## config.mk

```make
export PLATFORM = sky130hd
export DESIGN_NAME = regfile_writer
export DESIGN_NICKNAME = d
export VERILOG_FILES = /design/src/rtl/regfile_writer.sv
export SDC_FILE = /design/constraint.sdc
export NUM_CORES = 1
export LEC_CHECK = 0
export ABC_AREA = 0
export CORE_ASPECT_RATIO = 0.75
export CORE_MARGIN = 2
export CORE_UTILIZATION = 49
export CTS_CLUSTER_SIZE = 14
export DETAILED_ROUTE_END_ITERATION = 6
export GPL_TIMING_DRIVEN = 0
export PLACE_DENSITY = 0.78
export REMOVE_ABC_BUFFERS = 1
export SLEW_MARGIN = 20
export SYNTH_ARGS = -nofsm -noshare
export SYNTH_HDL_FRONTEND = slang
export SYNTH_SLANG_ARGS = --single-unit
```

## constraint.sdc

```tcl
create_clock -name clk -period 3.5 [get_ports clk]
set_input_delay 0.7 -clock clk [delete_from_list [all_inputs] [get_ports clk]]
set_output_delay 0.7 -clock clk [all_outputs]
set_load 0.02 [all_outputs]
```

## src/rtl/regfile_writer.sv

```systemverilog
`default_nettype none
// ============================================================================
// Module  : regfile_writer
// Brief   : Register-file clear sequencer plus writeback queue with read
//           forwarding of queued (not yet written) results.
// Revision: 1.0 - initial release
// ============================================================================
module regfile_writer #(
    parameter int DATA_WIDTH = 32,
    parameter int SEL_WIDTH  = 5,
    parameter int DEPTH      = 4
) (
    input  logic                         clk,
    input  logic                         rst_n,

    input  logic                         wb_valid,
    output logic                         wb_ready,
    input  logic [SEL_WIDTH-1:0]         wb_addr,
    input  logic [DATA_WIDTH-1:0]        wb_data,

    input  logic                         wr_stall,
    output logic                         RegWrite,
    output logic [SEL_WIDTH-1:0]         write_address,
    output logic [DATA_WIDTH-1:0]        write_data,

    input  logic [SEL_WIDTH-1:0]         read_sel_1,
    input  logic [SEL_WIDTH-1:0]         read_sel_2,
    input  logic [DATA_WIDTH-1:0]        rf_read_data_1,
    input  logic [DATA_WIDTH-1:0]        rf_read_data_2,
    output logic [DATA_WIDTH-1:0]        read_data_1,
    output logic [DATA_WIDTH-1:0]        read_data_2,

    output logic                         init_done,
    output logic [$clog2(DEPTH+1)-1:0]   pending
);

    localparam int c_PTR_W = $clog2(DEPTH);
    localparam int c_CNT_W = $clog2(DEPTH + 1);

    localparam logic [0:0] c_ST_INIT = 1'b0;
    localparam logic [0:0] c_ST_RUN  = 1'b1;

    // ------------------------------------------------------------------
    // State
    // ------------------------------------------------------------------
    logic [0:0]             r_state;
    logic [SEL_WIDTH-1:0]   r_clr_cnt;
    logic [c_PTR_W-1:0]     r_head;
    logic [c_PTR_W-1:0]     r_tail;
    logic [c_CNT_W-1:0]     r_count;

    logic [SEL_WIDTH-1:0]   r_q_addr [DEPTH];
    logic [DATA_WIDTH-1:0]  r_q_data [DEPTH];

    // ------------------------------------------------------------------
    // Control
    // ------------------------------------------------------------------
    logic                   w_init;
    logic                   w_run;
    logic                   w_full;
    logic                   w_empty;
    logic                   w_push;
    logic                   w_we;
    logic                   w_pop;
    logic                   w_clr_last;

    // rst_n gates the outputs so they fall the moment reset is asserted
    assign w_init     = rst_n && (r_state == c_ST_INIT);
    assign w_run      = rst_n && (r_state == c_ST_RUN);
    assign w_full     = (r_count == c_CNT_W'(DEPTH));
    assign w_empty    = (r_count == '0);
    assign w_clr_last = (r_clr_cnt == {SEL_WIDTH{1'b1}});

    assign wb_ready   = w_run && !w_full;
    assign w_push     = wb_valid && wb_ready && (wb_addr != '0);
    assign w_we       = !wr_stall && (w_init || (w_run && !w_empty));
    assign w_pop      = w_run && w_we;

    assign init_done  = w_run;
    assign pending    = r_count;

    // ------------------------------------------------------------------
    // Write port
    // ------------------------------------------------------------------
    always_comb begin
        RegWrite      = w_we;
        write_address = '0;
        write_data    = '0;
        if (w_we) begin
            if (w_init) begin
                write_address = r_clr_cnt;
            end else begin
                write_address = r_q_addr[r_head];
                write_data    = r_q_data[r_head];
            end
        end
    end

    // ------------------------------------------------------------------
    // Sequencing: clear counter, pointers and occupancy
    // ------------------------------------------------------------------
    always_ff @(posedge clk or negedge rst_n) begin
        if (!rst_n) begin
            r_state   <= c_ST_INIT;
            r_clr_cnt <= '0;
            r_head    <= '0;
            r_tail    <= '0;
            r_count   <= '0;
        end else begin
            case (r_state)
                c_ST_INIT: begin
                    if (!wr_stall) begin
                        r_clr_cnt <= r_clr_cnt + 1'b1;
                        if (w_clr_last) begin
                            r_state <= c_ST_RUN;
                        end
                    end
                end
                c_ST_RUN: begin
                    if (w_push) begin
                        r_tail <= r_tail + 1'b1;
                    end
                    if (w_pop) begin
                        r_head <= r_head + 1'b1;
                    end
                    case ({w_push, w_pop})
                        2'b10:   r_count <= r_count + 1'b1;
                        2'b01:   r_count <= r_count - 1'b1;
                        default: r_count <= r_count;
                    endcase
                end
                default: begin
                    r_state <= c_ST_INIT;
                end
            endcase
        end
    end

    // Payload storage is unreset; r_count alone decides which slots are live
    always_ff @(posedge clk) begin
        if (w_push) begin
            r_q_addr[r_tail] <= wb_addr;
            r_q_data[r_tail] <= wb_data;
        end
    end

    // ------------------------------------------------------------------
    // Forwarding: slot gi holds the gi-th oldest entry
    // ------------------------------------------------------------------
    logic [c_PTR_W-1:0]     w_slot_idx  [DEPTH];
    logic [DEPTH-1:0]       w_slot_live;

    for (genvar gi = 0; gi < DEPTH; gi++) begin : g_slot
        assign w_slot_idx[gi]  = r_head + c_PTR_W'(gi);
        assign w_slot_live[gi] = (c_CNT_W'(gi) < r_count);
    end

    logic                   w_hit_1;
    logic                   w_hit_2;
    logic [DATA_WIDTH-1:0]  w_fwd_1;
    logic [DATA_WIDTH-1:0]  w_fwd_2;

    // Scan oldest to youngest so the youngest match is the one that sticks
    always_comb begin
        w_hit_1 = 1'b0;
        w_hit_2 = 1'b0;
        w_fwd_1 = '0;
        w_fwd_2 = '0;
        for (int i = 0; i < DEPTH; i++) begin
            if (w_slot_live[i] && (r_q_addr[w_slot_idx[i]] == read_sel_1)) begin
                w_hit_1 = 1'b1;
                w_fwd_1 = r_q_data[w_slot_idx[i]];
            end
            if (w_slot_live[i] && (r_q_addr[w_slot_idx[i]] == read_sel_2)) begin
                w_hit_2 = 1'b1;
                w_fwd_2 = r_q_data[w_slot_idx[i]];
            end
        end
    end

    always_comb begin
        read_data_1 = '0;
        read_data_2 = '0;
        if (w_run) begin
            read_data_1 = ((read_sel_1 != '0) && w_hit_1) ? w_fwd_1 : rf_read_data_1;
            read_data_2 = ((read_sel_2 != '0) && w_hit_2) ? w_fwd_2 : rf_read_data_2;
        end
    end

endmodule
`default_nettype wire

```

==> results of run 1 <==
layer usage:
layer	routed length [um]	part of all wire	vias to the layer above
met5	0	0	-
met4	2410	0.048	0
met3	6500	0.13	250
met2	22900	0.46	1094
met1	18300	0.37	6154
li1	-	-	5393
layout make-up:
| class | count | area, sq um |
|---|---|---|
| Antenna cell | 4 | 10.0 |
| Clock buffer | 22 | 474 |
| Clock inverter | 10 | 131 |
| Fill cell | 1590 | 6550 |
| Inverter | 10 | 58.8 |
| Multi-Input combinational cell | 990 | 7860 |
| Sequential cell | 161 | 4780 |
| Tap cell | 331 | 414 |
| Timing Repair Buffer | 356 | 3870 |
| Timing Repair inverter | 1 | 8.76 |
synth_stat cells (3+ instances only):
library cell	number
edfxtp_1	148
nand2_1	113
nor2_1	110
nor3_1	100
a21oi_1	98
a211oi_1	94
mux2i_1	94
clkbuf_1	79
a221oi_1	64
and2_1	38
mux2_2	35
and3_1	34
o21ai_0	34
buf_2	31
nor2b_1	31
a2bb2oi_1	30
xnor2_1	27
xor2_1	23
buf_1	17
mux4_2	17
dfrtp_1	13
ha_1	10
inv_1	10
buf_6	4
nand4_1	4
o211ai_1	4
nand2b_1	3
o211a_1	3
or3_1	3
sequential cells by signal (all words and copies together) (netlist names):
signal	flops
r_q_data	128
r_head	2
r_tail	2
r_state	1
r_clr_cnt	5
r_q_addr	20
pending	3
stage by stage:
stage | instance area, sq um | setup slack, ps | util | TNS [ps] | power (W)
after floorplan | 11600 | -9700 | - | -792390 | 0.00648
after global placement | 14200 | -15590 | 0.587 | -1644040 | 0.00757
after detailed placement | 14800 | -2350 | 0.613 | -319060 | 0.00787
after CTS | 16500 | -803 | 0.684 | -48280 | 0.0110
after global routing | 17600 | -1190 | 0.728 | -68840 | 0.0126
final | 17600 | -1150 | 0.729 | -63390 | 0.0122
layout by cell type (no fill, tap or decap), drive strengths merged, types with 30 or more instances in the layout:
| master | n |
|---|---|
| nand2 | 113 |
| a211oi | 95 |
| a21oi | 98 |
| nor2 | 110 |
| and2 | 40 |
| nor2b | 31 |
| mux2i | 94 |
| nor3 | 100 |
| clkdlybuf4s50 | 122 |
| and3 | 34 |
| buf | 189 |
| mux2 | 35 |
| a221oi | 64 |
| o21ai | 34 |
| edfxtp | 148 |
| clkbuf | 37 |
| a2bb2oi | 30 |
critical path, stage by stage, from the launching register on:
cell,delay (ps)
dfrtp_4,550
buf_16,170
buf_4,150
mux4_2,490
xnor2_1,190
nand4_1,260
a311oi_4,370
buf_8,220
buf_12,170
a221oi_1,130
a211oi_2,320
a211oi_4,60
nor3_1,200
buf_2,200
worst max-delay path by stage:
stage / depth (start not counted) / to / slack, ps / start
after floorplan: 7 / read_data_2[0] / -9700 / r_head[1]
after detailed placement: 10 / read_data_2[20] / -2350 / r_head[1]
after CTS: 13 / read_data_1[18] / -800 / r_head[0]
after global placement: 8 / read_data_2[27] / -15590 / r_head[1]
after global routing: 13 / read_data_1[28] / -1190 / r_head[1]
final: 13 / read_data_1[28] / -1150 / r_head[1]
report_power, final:
group          switching, W  internal, W
clock              0.000799      0.00118
combinational       0.00451      0.00328
sequential         0.000189      0.00226
logic make-up after synthesis:
group,count (synthesis),synth area share
AO/OA/AOI/OAI,337,0.193
XOR/XNOR,50,0.0360
adder cells (fa/ha/maj),10,0.0103
buffers and inverters,145,0.0525
flip-flops,161,0.392
multiplexers,147,0.143
AND/OR/NAND/NOR,443,0.173
what timing repair did:
action,4_1_cts,5_1_grt
resized for setup,510,148
buffers inserted,52,24
endpoints found under the setup margin,255,237
gates cloned,12,14
hold buffers,0,0
pin swaps,70,52
endpoints found under the hold margin,0,0
==> reports/metrics.cfg, run 1 <==
[floorplan]
start_util = 0.503
rows = 49
core_area_sq_um = 24200
die_h_um = 140
io_pins = 222
dieArea_sq_um = 26100
die_x_um = 186

[sta]
worstMarginPinSlew_ps = 721
period_needed_ps = 4650
setup_viol = 64
finClkSkew_ps = 15.1
fin_ws_ps = -1150
final_hold_viol_count = 0
whs_ps = 296
rsz0062_at_grt = yes
timing.fmax_ghz = 0.215
max_slew_margin = 0.519
final_max_slew_viol_count = 0
min_period_over_period = 1.33

[drt]
drc = 0
vias = 12900
wl_per_cell_um = 26.6
viasPerCell = 6.84
first_iter_violations = 1746
ant_nets = 0
drt_first_pass_iters = 6
wl_um = 50100

[critical_path]
crit_fanout = 8
regToRegEndpoint = r_q_data[1][29]
reg2reg_depth = 6
required_ps = 2800
timing.rr.start = r_state
worstSetupPathType = reg -> out
cp.arrival_ps = 3950
r2r_setup_slack_ps = 380
critPathLaunchType = register
critPathCaptureType = primary output

[power_and_ir_drop]
p_per_area_nw_per_um2 = 694
p_leak_nw = 6.72
vdd_drop_max_mv = 0.405

[place]
portBuffers = 221
dp_cells = 1747
dpl.hpwl_um = 24900
place.gp.congestion = 0.887

[logic_synthesis]
synth_edf_count = 148
synth-seq-cells = 161
synth_area_leader_cell = edfxtp_1
syn_inst = 1293
async_flop_share = 0.0807
synth_flop_cell = edfxtp_1
synth_cell_types = 47
yosys.area.top_type_share = 0.366
ys_seq_area_frac = 0.392
ys_warn_count = 0
syn_avg_cell_area_sq_um = 9.40
netlist_top_cells_area = edfxtp_1, mux2i_1, a211oi_1, a221oi_1, nor3_1
synth_area_sq_um = 12200

[cts]
numCtsBuffers = 17
cts_htree_levels = 4
cts.root.buffer_cell = clkbuf_16
cts.sinks = 161
cts_buffer_depth = 2
clk_latency_ps = 450
clk_pin_slew_ps = 70
cts_tree = done

[run_status]
status = finished, violations left
failed_checks = setup timing

[global_routing]
top_usage_layer = met2
met3_usage = 0.0905
antenna_found_initial = 2
grt_use_total = 0.334
grt_max_degree = 78
overflow = 0
grt_first_pass_wirelength_um = 66500
met1_usage = 0.425
grt_pass1_vias = 11800
gr-usage-met2 = 0.533

[min_path]
hold_path.class = in -> async

[final_layout]
drive_gt1_frac = 0.316
finalNonFillerCells = 1885
area_delta_synth_final_pct = 44.8
nets = 1662

[flow_run]
maxCapViolations = 0

No activity file was read; power rests on OpenSTA's default activity.
==> run 2: changes to the inputs <==
--- a/config.mk
+++ b/config.mk
@@ -13,5 +13,5 @@
 export DETAILED_ROUTE_END_ITERATION = 6
 export GPL_TIMING_DRIVEN = 0
-export PLACE_DENSITY = 0.78
+export PLACE_DENSITY = 0.74
 export REMOVE_ABC_BUFFERS = 1
 export SLEW_MARGIN = 20
==> constraint.sdc (replaced) <==
create_clock -name clk -period 3.5 [get_ports clk]
set_input_delay 0.875 -clock clk [delete_from_list [all_inputs] [get_ports clk]]
set_output_delay 0.875 -clock clk [all_outputs]
set_load 0.02 [all_outputs]
==> reports/metrics.cfg, run 2 (same netlist as run 1, synthesis figures left out) <==
[cts]
cts_htree_levels = 4  ; unchanged
numCtsBuffers = 17  ; unchanged
cts.sinks = 161  ; unchanged
clk_latency_ps = 450  ; about the same
cts_buffer_depth = 2  ; unchanged
clk_pin_slew_ps = 70  ; about the same
cts_hold_buf = 0  ; unchanged
cts.root.buffer_cell = clkbuf_16  ; unchanged
cts_tree = done  ; unchanged

[drt]
drt_first_pass_iters = 7  ; was 6
viasPerCell = 7.00  ; was 6.84
drc = 11  ; was 0
first_iter_violations = 1704  ; was 1746
wl_per_cell_um = 27.9  ; was 26.6 um
wl_um = 52500  ; was 50100 um
vias = 13200  ; was 12900
ant_nets = 0  ; unchanged

[place]
place_ws_ps = -2640  ; was -2350 ps
portBuffers = 221  ; unchanged
place.gp.congestion = 0.901  ; was 0.887
dpl_cell_area_sq_um = 14900  ; was 14800 sq um
dpl.hpwl_um = 25000  ; was 24900 um

[final_layout]
finalInstanceArea_sq_um = 17900  ; was 17600 sq um
top_regs = r_q_data: 128 flops, r_q_addr: 20 flops, r_clr_cnt: 5 flops  ; unchanged
area_delta_synth_final_pct = 47.4  ; was 44.8%
drive_gt1_frac = 0.345  ; was 0.316
final_util = 0.742  ; was 0.729
mostFrequentLayoutCells = edfxtp_1, clkdlybuf4s50_1, nand2_1  ; unchanged
seq_area_sq_um = 4780  ; about the same
multi_input_area_sq_um = 8050  ; was 7860 sq um
n_fill_cell = 1597  ; was 1590
regMostFlops = r_q_data  ; unchanged
layout_commonest_cell = edfxtp_1  ; unchanged
largest_reg_flops = 128  ; unchanged
nets = 1664  ; was 1662

[power_and_ir_drop]
p_leak_nw = 6.89  ; was 6.72 nW
p_total_w = 0.0126  ; was 0.0122 W
p_per_area_nw_per_um2 = 704  ; was 694 nW/um^2
intPower_w = 0.00684  ; was 0.00671 W
pwr-share-clk = 0.148  ; was 0.162
netSwitchingFraction = 0.458  ; was 0.450
vdd_drop_max_mv = 0.435  ; was 0.405 mV
pwr-share-comb = 0.658  ; was 0.638
power.switching_w = 0.00577  ; was 0.00550 W
p_seq_frac = 0.194  ; was 0.200

[critical_path]
required_ps = 2620  ; was 2800 ps
worstSetupPathType = reg -> out  ; unchanged
critPathCaptureType = primary output  ; unchanged
crit_fanout = 13  ; was 8
cp.arrival_ps = 4070  ; was 3950 ps
critPathLaunchType = register  ; unchanged

[sta]
timing.fmax_ghz = 0.202  ; was 0.215 GHz
whs_ps = 337  ; was 296 ps
final_hold_viol_count = 0  ; unchanged
rsz0062_at_grt = yes  ; unchanged
setup_viol = 64  ; unchanged
min_period_over_period = 1.41  ; was 1.33
fin_ws_ps = -1450  ; was -1150 ps
worstMarginPinSlew_ps = 948  ; was 721 ps
finClkSkew_ps = 15.7  ; was 15.1 ps
final_max_slew_viol_count = 0  ; unchanged
period_needed_ps = 4950  ; was 4650 ps
max_slew_margin = 0.367  ; was 0.519

[floorplan]
rows = 49  ; unchanged
start_util = 0.503  ; unchanged
die_h_um = 140  ; unchanged
io_pins = 222  ; unchanged
dieArea_sq_um = 26100  ; unchanged
core_area_sq_um = 24200  ; unchanged
die_x_um = 186  ; unchanged

[global_routing]
antenna_found_initial = 1  ; was 2
grt_use_total = 0.348  ; was 0.334
top_usage_layer = met2  ; unchanged
met1_usage = 0.450  ; was 0.425
grt_pass1_vias = 11800  ; about the same
overflow = 0  ; unchanged
grt_max_degree = 118  ; was 78
gr-usage-met2 = 0.549  ; was 0.533
met3_usage = 0.0829  ; was 0.0905
grt_first_pass_wirelength_um = 68800  ; was 66500 um

[min_path]
hold_path.class = in -> async  ; unchanged

[flow_run]
maxCapViolations = 0  ; unchanged

[run_status]
status = finished, violations left  ; unchanged
failed_checks = DRC, setup timing  ; was setup timing

[run 2: timing repair]
action | CTS | global route
gates resized for setup | 515 | 230
setup endpoints to repair | 256 | 232
pin swaps | 88 | 69
setup buffers | 54 | 24
gates cloned | 19 | 9
[run 2: final cells by class]
cell class | count | share of cell area
timing repair buffer | 361 | 0.224
antenna | 3 | 0.000419
clock buffer | 23 | 0.0286
timing repair inverter | 1 | 0.000489
clock inverter | 9 | 0.00391
inverter | 10 | 0.00328
multi-input combinational | 987 | 0.449
tap | 331 | 0.0231
sequential | 161 | 0.267
[run 2: per-stage QoR]
stage	setup TNS, ps	std cells
4_1_cts	-61060	1856
2_1_floorplan	-813750	1158
3_3_place_gp	-1716890	1710
3_5_place_dp	-393080	1751
5_1_grt	-88620	1883
6_report	-80570	1886
[run 2: per-layer routing]
layer | vias to the layer above | wire [um]
met2 | 1211 | 23300
met5 | - | 0
met3 | 331 | 7060
met4 | 0 | 3590
met1 | 6269 | 18600
li1 | 5399 | -
[run 2: worst paths after layout]
| check | start | to | slack, ps | cells after the start |
|---|---|---|---|---|
| worst max register to register | r_state | r_q_data[2][8] | 220 | 8 |
| max in group asynchronous | rst_n | r_head[1] | 2890 | 1 |
| worst min-delay path | rst_n | pending[1] | 340 | 1 |
| min in group clk | r_clr_cnt[0] | r_clr_cnt[0] | 590 | 1 |
| worst min register to register | r_clr_cnt[0] | r_clr_cnt[0] | 590 | 1 |
| worst max-delay path | r_head[0] | read_data_1[15] | -1450 | 13 |
[run 2: critical path: stages (launching register included)]
cell and delay [ps]:
dfrtp_4 530, buf_16 160, buf_4 140, mux4_2 430, xnor2_1 470, nand4_1 260, nor3_4 290, buf_6 170
buf_4 230, buf_4 240, a211oi_1 70, a211oi_1 350, nor3_1 100, buf_4 180
[run 2: power groups by stage]
| stage | sequential [W] | clock [W] | combinational, W |
|---|---|---|---|
| 2_1_floorplan | 0.00281 | 0 | 0.00367 |
| 6_report | 0.00244 | 0.00187 | 0.00830 |
| 3_5_place_dp | 0.00253 | 0 | 0.00539 |
| 3_3_place_gp | 0.00293 | 0 | 0.00466 |
| 5_1_grt | 0.00244 | 0.00196 | 0.00860 |
| 4_1_cts | 0.00240 | 0.00185 | 0.00683 |
